===== config.mk =====
export PLATFORM = sky130hd
export DESIGN_NAME = bcd_scan_display
export DESIGN_NICKNAME = d
export VERILOG_FILES = /design/src/rtl/bcd_disp_pkg.sv /design/src/rtl/seg7_decode.sv /design/src/rtl/bcd_scan_display.sv
export SDC_FILE = /design/constraint.sdc
export NUM_CORES = 1
export LEC_CHECK = 0
export CAP_MARGIN = 40
export CORE_MARGIN = 1.5
export CORE_UTILIZATION = 50
export DETAILED_ROUTE_END_ITERATION = 10
export PLACE_DENSITY = 0.72
export SETUP_SLACK_MARGIN = 0.1
export SYNTH_ARGS = -nofsm -noshare
export SYNTH_HDL_FRONTEND = slang
export SYNTH_SLANG_ARGS = --single-unit

===== constraint.sdc =====
create_clock -name clk -period 6.8 [get_ports clk]
set_input_delay 2.04 -clock clk [delete_from_list [all_inputs] [get_ports clk]]
set_output_delay 2.04 -clock clk [all_outputs]
set_load 0.02 [all_outputs]

===== src/rtl/bcd_disp_pkg.sv =====
// Shared constants and helpers for the BCD conversion / scanned 7-segment display block.
package bcd_disp_pkg;

    localparam logic [6:0] SEG_BLANK = 7'b0000000;
    localparam logic [6:0] SEG_DASH  = 7'b0000001;

    // Active-high segments, bit6=a .. bit0=g.
    localparam logic [6:0] SEG_DIGIT [0:9] = '{
        7'b1111110, 7'b0110000, 7'b1101101, 7'b1111001, 7'b0110011,
        7'b1011011, 7'b1011111, 7'b1110000, 7'b1111111, 7'b1111011
    };

    typedef logic [1:0] conv_state_t;

    localparam conv_state_t ST_IDLE  = 2'd0;
    localparam conv_state_t ST_SHIFT = 2'd1;
    localparam conv_state_t ST_DONE  = 2'd2;

    function automatic int unsigned bit_cnt_width(input int unsigned bin_w);
        return (bin_w > 1) ? $clog2(bin_w) : 1;
    endfunction

endpackage


===== src/rtl/seg7_decode.sv =====
// BCD nibble to active-high 7-segment pattern; non-decimal codes are blanked.
module seg7_decode
    import bcd_disp_pkg::*;
(
    input  logic [3:0] code,
    output logic [6:0] seg
);

    always_comb begin
        seg = SEG_BLANK;
        case (code)
            4'd0:    seg = SEG_DIGIT[0];
            4'd1:    seg = SEG_DIGIT[1];
            4'd2:    seg = SEG_DIGIT[2];
            4'd3:    seg = SEG_DIGIT[3];
            4'd4:    seg = SEG_DIGIT[4];
            4'd5:    seg = SEG_DIGIT[5];
            4'd6:    seg = SEG_DIGIT[6];
            4'd7:    seg = SEG_DIGIT[7];
            4'd8:    seg = SEG_DIGIT[8];
            4'd9:    seg = SEG_DIGIT[9];
            default: seg = SEG_BLANK;
        endcase
    end

endmodule


===== src/rtl/bcd_scan_display.sv =====
// Serial shift-add-3 binary-to-BCD converter feeding a time-multiplexed 7-segment bank
// with leading-zero blanking and over-range dash display.
module bcd_scan_display
    import bcd_disp_pkg::*;
#(
    parameter int unsigned BIN_W       = 10,
    parameter int unsigned DIGITS      = 3,
    parameter int unsigned MAX_VAL     = 999,
    parameter int unsigned REFRESH_DIV = 50000,
    parameter int unsigned LZ_BLANK    = 1
) (
    input  logic                clk,
    input  logic                rst,
    input  logic                load,
    input  logic [BIN_W-1:0]    bin,
    output logic                busy,
    output logic                done,
    output logic [4*DIGITS-1:0] bcd,
    output logic                ovf,
    output logic [6:0]          seg,
    output logic [DIGITS-1:0]   dig_en
);

    localparam int unsigned BCD_W = 4 * DIGITS;
    localparam int unsigned CNT_W = bit_cnt_width(BIN_W);
    localparam int unsigned PRE_W = (REFRESH_DIV > 1) ? $clog2(REFRESH_DIV) : 1;
    localparam int unsigned IDX_W = (DIGITS > 1) ? $clog2(DIGITS) : 1;

    // When MAX_VAL does not fit in BIN_W bits, no input can exceed it.
    localparam bit               MAX_FITS = (BIN_W >= 32) || ((64'(MAX_VAL) >> BIN_W) == 64'd0);
    localparam logic [BIN_W-1:0] MAX_BIN  = BIN_W'(MAX_VAL);

    conv_state_t        state_q, state_d;
    logic [BIN_W-1:0]   shreg_q, shreg_d;
    logic [BCD_W-1:0]   work_q, work_d, work_adj;
    logic [CNT_W-1:0]   cnt_q, cnt_d;
    logic               ovf_pend_q, ovf_pend_d;
    logic [BCD_W-1:0]   bcd_q, bcd_d;
    logic               ovf_q, ovf_d;
    logic               done_q, done_d;
    logic               bin_over;

    logic [PRE_W-1:0]   pre_q;
    logic [IDX_W-1:0]   idx_q;
    logic [3:0]         cur_digit;
    logic               lead_zero;
    logic [6:0]         dec_seg;

    assign bin_over = MAX_FITS ? (bin > MAX_BIN) : 1'b0;

    always_comb begin
        work_adj = work_q;
        for (int i = 0; i < int'(DIGITS); i++) begin
            if (work_q[4*i +: 4] >= 4'd5) begin
                work_adj[4*i +: 4] = work_q[4*i +: 4] + 4'd3;
            end
        end
    end

    always_comb begin
        state_d    = state_q;
        shreg_d    = shreg_q;
        work_d     = work_q;
        cnt_d      = cnt_q;
        ovf_pend_d = ovf_pend_q;
        bcd_d      = bcd_q;
        ovf_d      = ovf_q;
        done_d     = 1'b0;
        case (state_q)
            ST_IDLE: begin
                if (load) begin
                    shreg_d    = bin;
                    work_d     = '0;
                    ovf_pend_d = bin_over;
                    cnt_d      = CNT_W'(BIN_W - 1);
                    state_d    = ST_SHIFT;
                end
            end
            ST_SHIFT: begin
                // Bits carried out of the top nibble are dropped; ovf covers that case.
                {work_d, shreg_d} = {work_adj, shreg_q} << 1;
                if (cnt_q == '0) begin
                    state_d = ST_DONE;
                end else begin
                    cnt_d = cnt_q - CNT_W'(1);
                end
            end
            ST_DONE: begin
                bcd_d   = work_q;
                ovf_d   = ovf_pend_q;
                done_d  = 1'b1;
                state_d = ST_IDLE;
            end
            default: state_d = ST_IDLE;
        endcase
    end

    always_ff @(posedge clk or posedge rst) begin
        if (rst) begin
            state_q    <= ST_IDLE;
            shreg_q    <= '0;
            work_q     <= '0;
            cnt_q      <= '0;
            ovf_pend_q <= 1'b0;
            bcd_q      <= '0;
            ovf_q      <= 1'b0;
            done_q     <= 1'b0;
        end else begin
            state_q    <= state_d;
            shreg_q    <= shreg_d;
            work_q     <= work_d;
            cnt_q      <= cnt_d;
            ovf_pend_q <= ovf_pend_d;
            bcd_q      <= bcd_d;
            ovf_q      <= ovf_d;
            done_q     <= done_d;
        end
    end

    // Refresh scan runs freely, decoupled from the converter.
    always_ff @(posedge clk or posedge rst) begin
        if (rst) begin
            pre_q <= '0;
            idx_q <= '0;
        end else if (pre_q == PRE_W'(REFRESH_DIV - 1)) begin
            pre_q <= '0;
            idx_q <= (idx_q == IDX_W'(DIGITS - 1)) ? '0 : idx_q + IDX_W'(1);
        end else begin
            pre_q <= pre_q + PRE_W'(1);
        end
    end

    always_comb begin
        cur_digit = 4'd0;
        lead_zero = 1'b1;
        for (int i = 0; i < int'(DIGITS); i++) begin
            if (i == int'(idx_q)) begin
                cur_digit = bcd_q[4*i +: 4];
            end
            if (i >= int'(idx_q) && bcd_q[4*i +: 4] != 4'd0) begin
                lead_zero = 1'b0;
            end
        end
    end

    seg7_decode u_dec (
        .code (cur_digit),
        .seg  (dec_seg)
    );

    always_comb begin
        if (ovf_q) begin
            seg = SEG_DASH;
        end else if (LZ_BLANK != 0 && idx_q != '0 && lead_zero) begin
            seg = SEG_BLANK;
        end else begin
            seg = dec_seg;
        end
    end

    assign dig_en = DIGITS'(1) << idx_q;
    assign busy   = (state_q == ST_SHIFT);
    assign done   = done_q;
    assign bcd    = bcd_q;
    assign ovf    = ovf_q;

endmodule


### After elaboration in Yosys (flattened, before gate mapping)

Memory sizes are Yosys's and may differ from the RTL's.
Cells that the tools add are included.

| operators by class | value |
|---|---|
| add/sub/neg operators | 6 |
| order comparisons | 7 |
| equality and inequality tests | 9 |
| shifts and indexed selects | 1 |
| mux-type cells | 24 |
| reductions and logical operators | 16 |

Operators with widths:

| cell | number |
|---|---|
| $mux 4 | 7 |
| $pmux 12 s2 | 1 |
| $pmux 10 s2 | 1 |
| $add 16x1->16 const B | 1 |
| $eq 16x16->1 const B | 1 |
| $mux 16 | 1 |
| $mux 7 | 2 |
| $ge 4x3->1 const B | 3 |
| $mux 12 | 1 |
| $reduce_bool 4->1 | 3 |
| $gt 10x10->1 const B | 1 |
| $mux 10 | 1 |
| $add 4x2->4 const B | 2 |
| $pmux 4 s2 | 1 |
| $mux 2 | 3 |
| $reduce_and 2->1 | 3 |
| $eq 2x2->1 const A | 2 |
| $eq 2x2->1 const B | 2 |
| $ge 1x2->1 const A | 2 |
| $logic_and 1x1->1 | 4 |
| $logic_not 2->1 | 2 |
| $logic_not 4->1 | 1 |
| $mux 1 | 4 |
| $ne 2x2->1 const B | 2 |
| other kinds (11) | 12 |

| storage, ports and cells | value |
|---|---|
| flip-flop bits (word level) | 61 |
| ROM bits | 112 |
| bits of input ports | 13 |
| output and inout port bits | 25 |
| memories kept | 1 |

Memory list:

| memory | words | bits a word | rd ports | clocked after memory_dff | write ports | RTL line | RTL |
|---|---|---|---|---|---|---|---|
| (name not given) | 16 | 7 | 1 | 0 | 0 | seg7_decode.sv:11 | `case (code)` |

### Longest topological paths before layout

| logic depth | value |
|---|---|
| depth after elaboration | 8 |
| gate-level depth with buffers | 8 |
| depth with buffers taken out | 8 |

### Cells and area by module

From an unflattened synthesis, not the netlist that was laid out.

| second synthesis, totals | value |
|---|---|
| cell total of the unflattened synthesis | 328 |
| area, all modules | 3233.1 µm² |

By module, submodules not included:

| module | instances | cells an instance | area an instance (µm²) | sequential area each (µm²) |
|---|---|---|---|---|
| bcd_scan_display | 1 | 300 | 3010.4 | 1526.5 |
| seg7_decode | 1 | 28 | 222.7 | 0.0 |

### Least setup slack after synthesis

Ideal clock, no wire load.

| path | value |
|---|---|
| path kind | register -> output |
| from | reg idx_q[0] |
| to | out seg[2] |
| arrival time | 1.882 ns |
| data required time | 4.760 ns |
| setup slack | 2.878 ns |
| stages on the path, launching flop included | 8 |
| path buffers | 1 |
| path through | dfrtp_1 > buf_4 > mux2i_1 > a2bb2oi_1 > ha_1 > mux2_2 > a21oi_1 > nor3_1 |

| between the ends | value |
|---|---|
| longest elaborated chain between the ends | 8 |
| elaborated cells between the ends (all ways) | 20 |
| classes of those cells | order compare: 3; eq/ne: 2; mux: 8; reduce/logical: 6; memory: 1 |

RTL lines:

| element | RTL line | RTL |
|---|---|---|
| start: declaration | bcd_scan_display.sv:44 | `logic [IDX_W-1:0] idx_q;` |
| start signal: assignment | bcd_scan_display.sv:127 | `idx_q <= (idx_q == IDX_W'(DIGITS - 1)) ? '0 : idx_q + IDX_W'(1);` |
| parallel branches: the longest is 6 deep, another holds $mem_v2 16x7 | -- |  |
| $mux 7 (*) | bcd_scan_display.sv:154 | `end else if (LZ_BLANK != 0 && idx_q != '0 && lead_zero) begin` |
| $mux 7 (*) | bcd_scan_display.sv:152 | `if (ovf_q) begin` |
| end: declaration | bcd_scan_display.sv:20 | `output logic [6:0] seg,` |

Mark *: on every way between the ends.

### Final worst setup path

| path | value |
|---|---|
| from | reg idx_q[0] |
| to | out seg[1] |

The elaborated chain is that of the path after synthesis.

==> flow_metrics.tcl <==
set metrics [dict create \
    synth-seq-cells 61 \
    switching_share 0.3759 \
    clk-insertion-delay-late_ps 340 \
    r2r_start "pre_q[11]$_DFF_PP0_" \
    cts_resized 0 \
    dieArea_sq_mm 0.006812 \
    grt_pass1_vias 2228 \
    synth_edf_count 0 \
    synth_cell_type_count 49 \
    coreArea_sq_mm 0.006026 \
    min_period_ps 4897 \
    gp_congestion 0.8270 \
    cpMaxStageDelayCell "clkdlybuf4s50_1" \
    seqPwrFrac 0.343 \
    clock_sinks 61 \
    yosysTopAreaCellShare 0.4826 \
    ys_seq_area_frac 0.4826 \
    drcViolationCount 0 \
    wl_um 5855 \
    start_util 0.5249 \
    vias 2339 \
    status "completed" \
    syn-num-nets 343 \
    arrival_ps 2860 \
    drive_above_1_share 0.1170 \
    cts_hold_buf 0 \
    required_ps 4760 \
    tritoncts "done" \
    worst_setup_path_end_kind "output pin" \
    slew-limit-headroom 0.5070 \
    p_sw_mw 0.6207 \
    ys_top_cells_by_area "dfrtp_1 (48%), ha_1 (5.5%), mux2_2 (5.3%), nand2_1 (4.5%), nor2_1 (4.0%)" \
    root_buffer "clkbuf_8" \
    synthCells 316 \
    fin_skew_ps 3.784 \
    cp.buffers_inverters 1 \
    ys.flop_type "dfrtp_1" \
    drv_cap 0 \
    yosysTopAreaCell "dfrtp_1" \
    cellPowerDensity_mw_per_mm2 433.2 \
    clk_path_buf_depth 2 \
    route.antenna.remaining_nets 0 \
    via_per_inst 5.389 \
    finalCritPeriodShare 0.7201 \
    drv_slew 0 \
    drt_iter0_markers 77 \
    grt_pass1_wl_um 10080 \
    finalPower_mw 1.651 \
    drt_first_pass_iters 4 \
    crit_path_start_kind "flip-flop" \
    fmax_mhz 204.2 \
    path_delay_family "compound AO/OA/AOI/OAI gates" \
    io_pins 38 \
    critical_path_class "flip-flop to output pin" \
    globalRouteOverflowTotal 0 \
    post-synth-top-count-cell "dfrtp_1" \
    setup_slack_ps 1903 \
    antenna_found_initial 0 \
    gr-usage-all-layers 0.1977 \
    clkPwrFrac 0.218 \
    portBuffers 37 \
    netlist_area_sq_mm 0.003163 \
    min_from "pre_q[0]$_DFF_PP0_" \
    rsz0062_at_grt "no" \
    syn-mean-instance-area_sq_um 10.01 \
    cp_cell_sequence "mux2i_1 > a2bb2oi_2 > nand2_1 > a211oi_2 > a21boi_1 > clkdlybuf4s50_1" \
    hpwl_um 4086 \
    crit_fanout 12 \
    pre_cts_ws_ps 2258 \
    grt_max_degree 62 \
    synth_common_cells "dfrtp_1 (61), nand2_1 (38), nor2_1 (34)" \
    post_drt_wl_per_cell_um 13.49 \
    die_width_um 82.54 \
    crit_start "idx_q[0]$_DFFE_PP0N_" \
    layout.nets 381 \
    max_stage_delay_ps 610 \
    hold_path.class "flip-flop to flip-flop" \
    postCtsSetupBuffers 0 \
    cts.clk_slew.worst_paths_ps 60 \
    postPlaceCellArea_sq_mm 0.003587 \
    power_frac_comb 0.439 \
    n_antenna_cell 0 \
    rows 28 \
    hold_viol_final 0 \
    p_int_mw 1.031 \
    leakage_nw 1.711 \
    finalSetupViolations 0 \
    cts_buffers 9 \
    syn2layout_area_growth_pct 20.53 \
    irDropWorstVdd_uv 292.5 \
    htree_levels 3 \
    synth_warnings 0 \
    fin_setup_tns_ps 0 \
    fp.dieH_um 82.54 \
    worstMarginPinSlew_ps 739.5 \
    final_cell_area_sq_mm 0.003812 \
    async_flop_share 1.000 \
]
[state kept, by name, indices dropped and copies added (netlist names)]
signal	flops
pre_q	16
ovf	1
ovf_pend_q	1
cnt_q	4
bcd	12
state_q	2
shreg_q	10
done	1
work_q	12
idx_q	2
[final cells by class]
type | count | area, sq um
Fill cell | 515 | 2213
Clock inverter | 4 | 70.07
Multi-Input combinational cell | 225 | 1510
Tap cell | 75 | 93.84
Inverter | 17 | 63.81
Clock buffer | 12 | 155.1
Timing Repair Buffer | 40 | 392.9
Sequential cell | 61 | 1526
[routing by layer]
layer / wire [um] / global-route usage / vias to the layer above / part of all wire
li1: - / - / 1174 / -
met1: 2893 / 0.2629 / 1106 / 0.49
met2: 2588 / 0.3033 / 47 / 0.44
met3: 257 / 0.03846 / 12 / 0.044
met4: 115 / 0.1083 / 0 / 0.020
met5: 0 / 0 / - / 0
[worst register-to-register path, delay by kind of cell (launching register included)]
family / cells / cell delay, ps
simple gates: 2 / 1090
flops: 1 / 430
mux: 1 / 400
[final timing paths]
check,endpoint,slack [ps],cells after the start
setup / recovery,seg[1],1900,6
hold / removal,pre_q[0]$_DFF_PP0_,490,1
setup reg to reg,idx_q[0]$_DFFE_PP0N_,4750,3
hold reg to reg,pre_q[0]$_DFF_PP0_,490,1
max in group asynchronous,bcd[4]$_DFFE_PP0P_,4090,3
min in group asynchronous,shreg_q[3]$_DFFE_PP0P_,2220,3
[metrics by stage]
| step | cells | util | hold WS (ps) |
|---|---|---|---|
| after floorplan | 316 | - | 442.9 |
| after detailed placement | 418 | 0.5953 | 479.4 |
| after global placement | 418 | 0.5953 | 477.0 |
| after global routing | 434 | 0.6327 | 510.8 |
| after CTS | 434 | 0.6327 | 492.3 |
| final | 434 | 0.6327 | 488.7 |
[kinds of logic after synthesis]
family | after synthesis | synth area share
AO/OA/AOI/OAI | 58 | 0.1250
XOR/XNOR | 19 | 0.05261
adder cells (fa/ha/maj) | 14 | 0.05538
buffers and inverters | 30 | 0.03995
flip-flops | 61 | 0.4826
multiplexers | 23 | 0.07911
AND/OR/NAND/NOR | 111 | 0.1653
[power by group through the flow]
stage	Clock, mW	Sequential, mW	Combinational, mW
after global routing	0.382	0.582	0.816
after global placement	0	0.569	0.708
after floorplan	0	0.576	0.477
after CTS	0.372	0.565	0.731
final	0.360	0.566	0.725
after detailed placement	0	0.570	0.729
[placed cells by master, fill, tap and decap left out, types with 5 or more instances in the layout]
cell             instances
inv_1                   15
o31ai_1                  5
dfrtp_1                 61
ha_1                    14
nand2_1                 38
a21oi_1                  9
nor2_1                  34
a31oi_1                 11
o21ai_0                 11
nand3_1                 11
xnor2_1                 11
xor2_1                   8
mux2_2                  15
mux2i_1                  7
clkbuf_8                11
clkdlybuf4s50_1         37
Power figures use the tool's default switching activity.
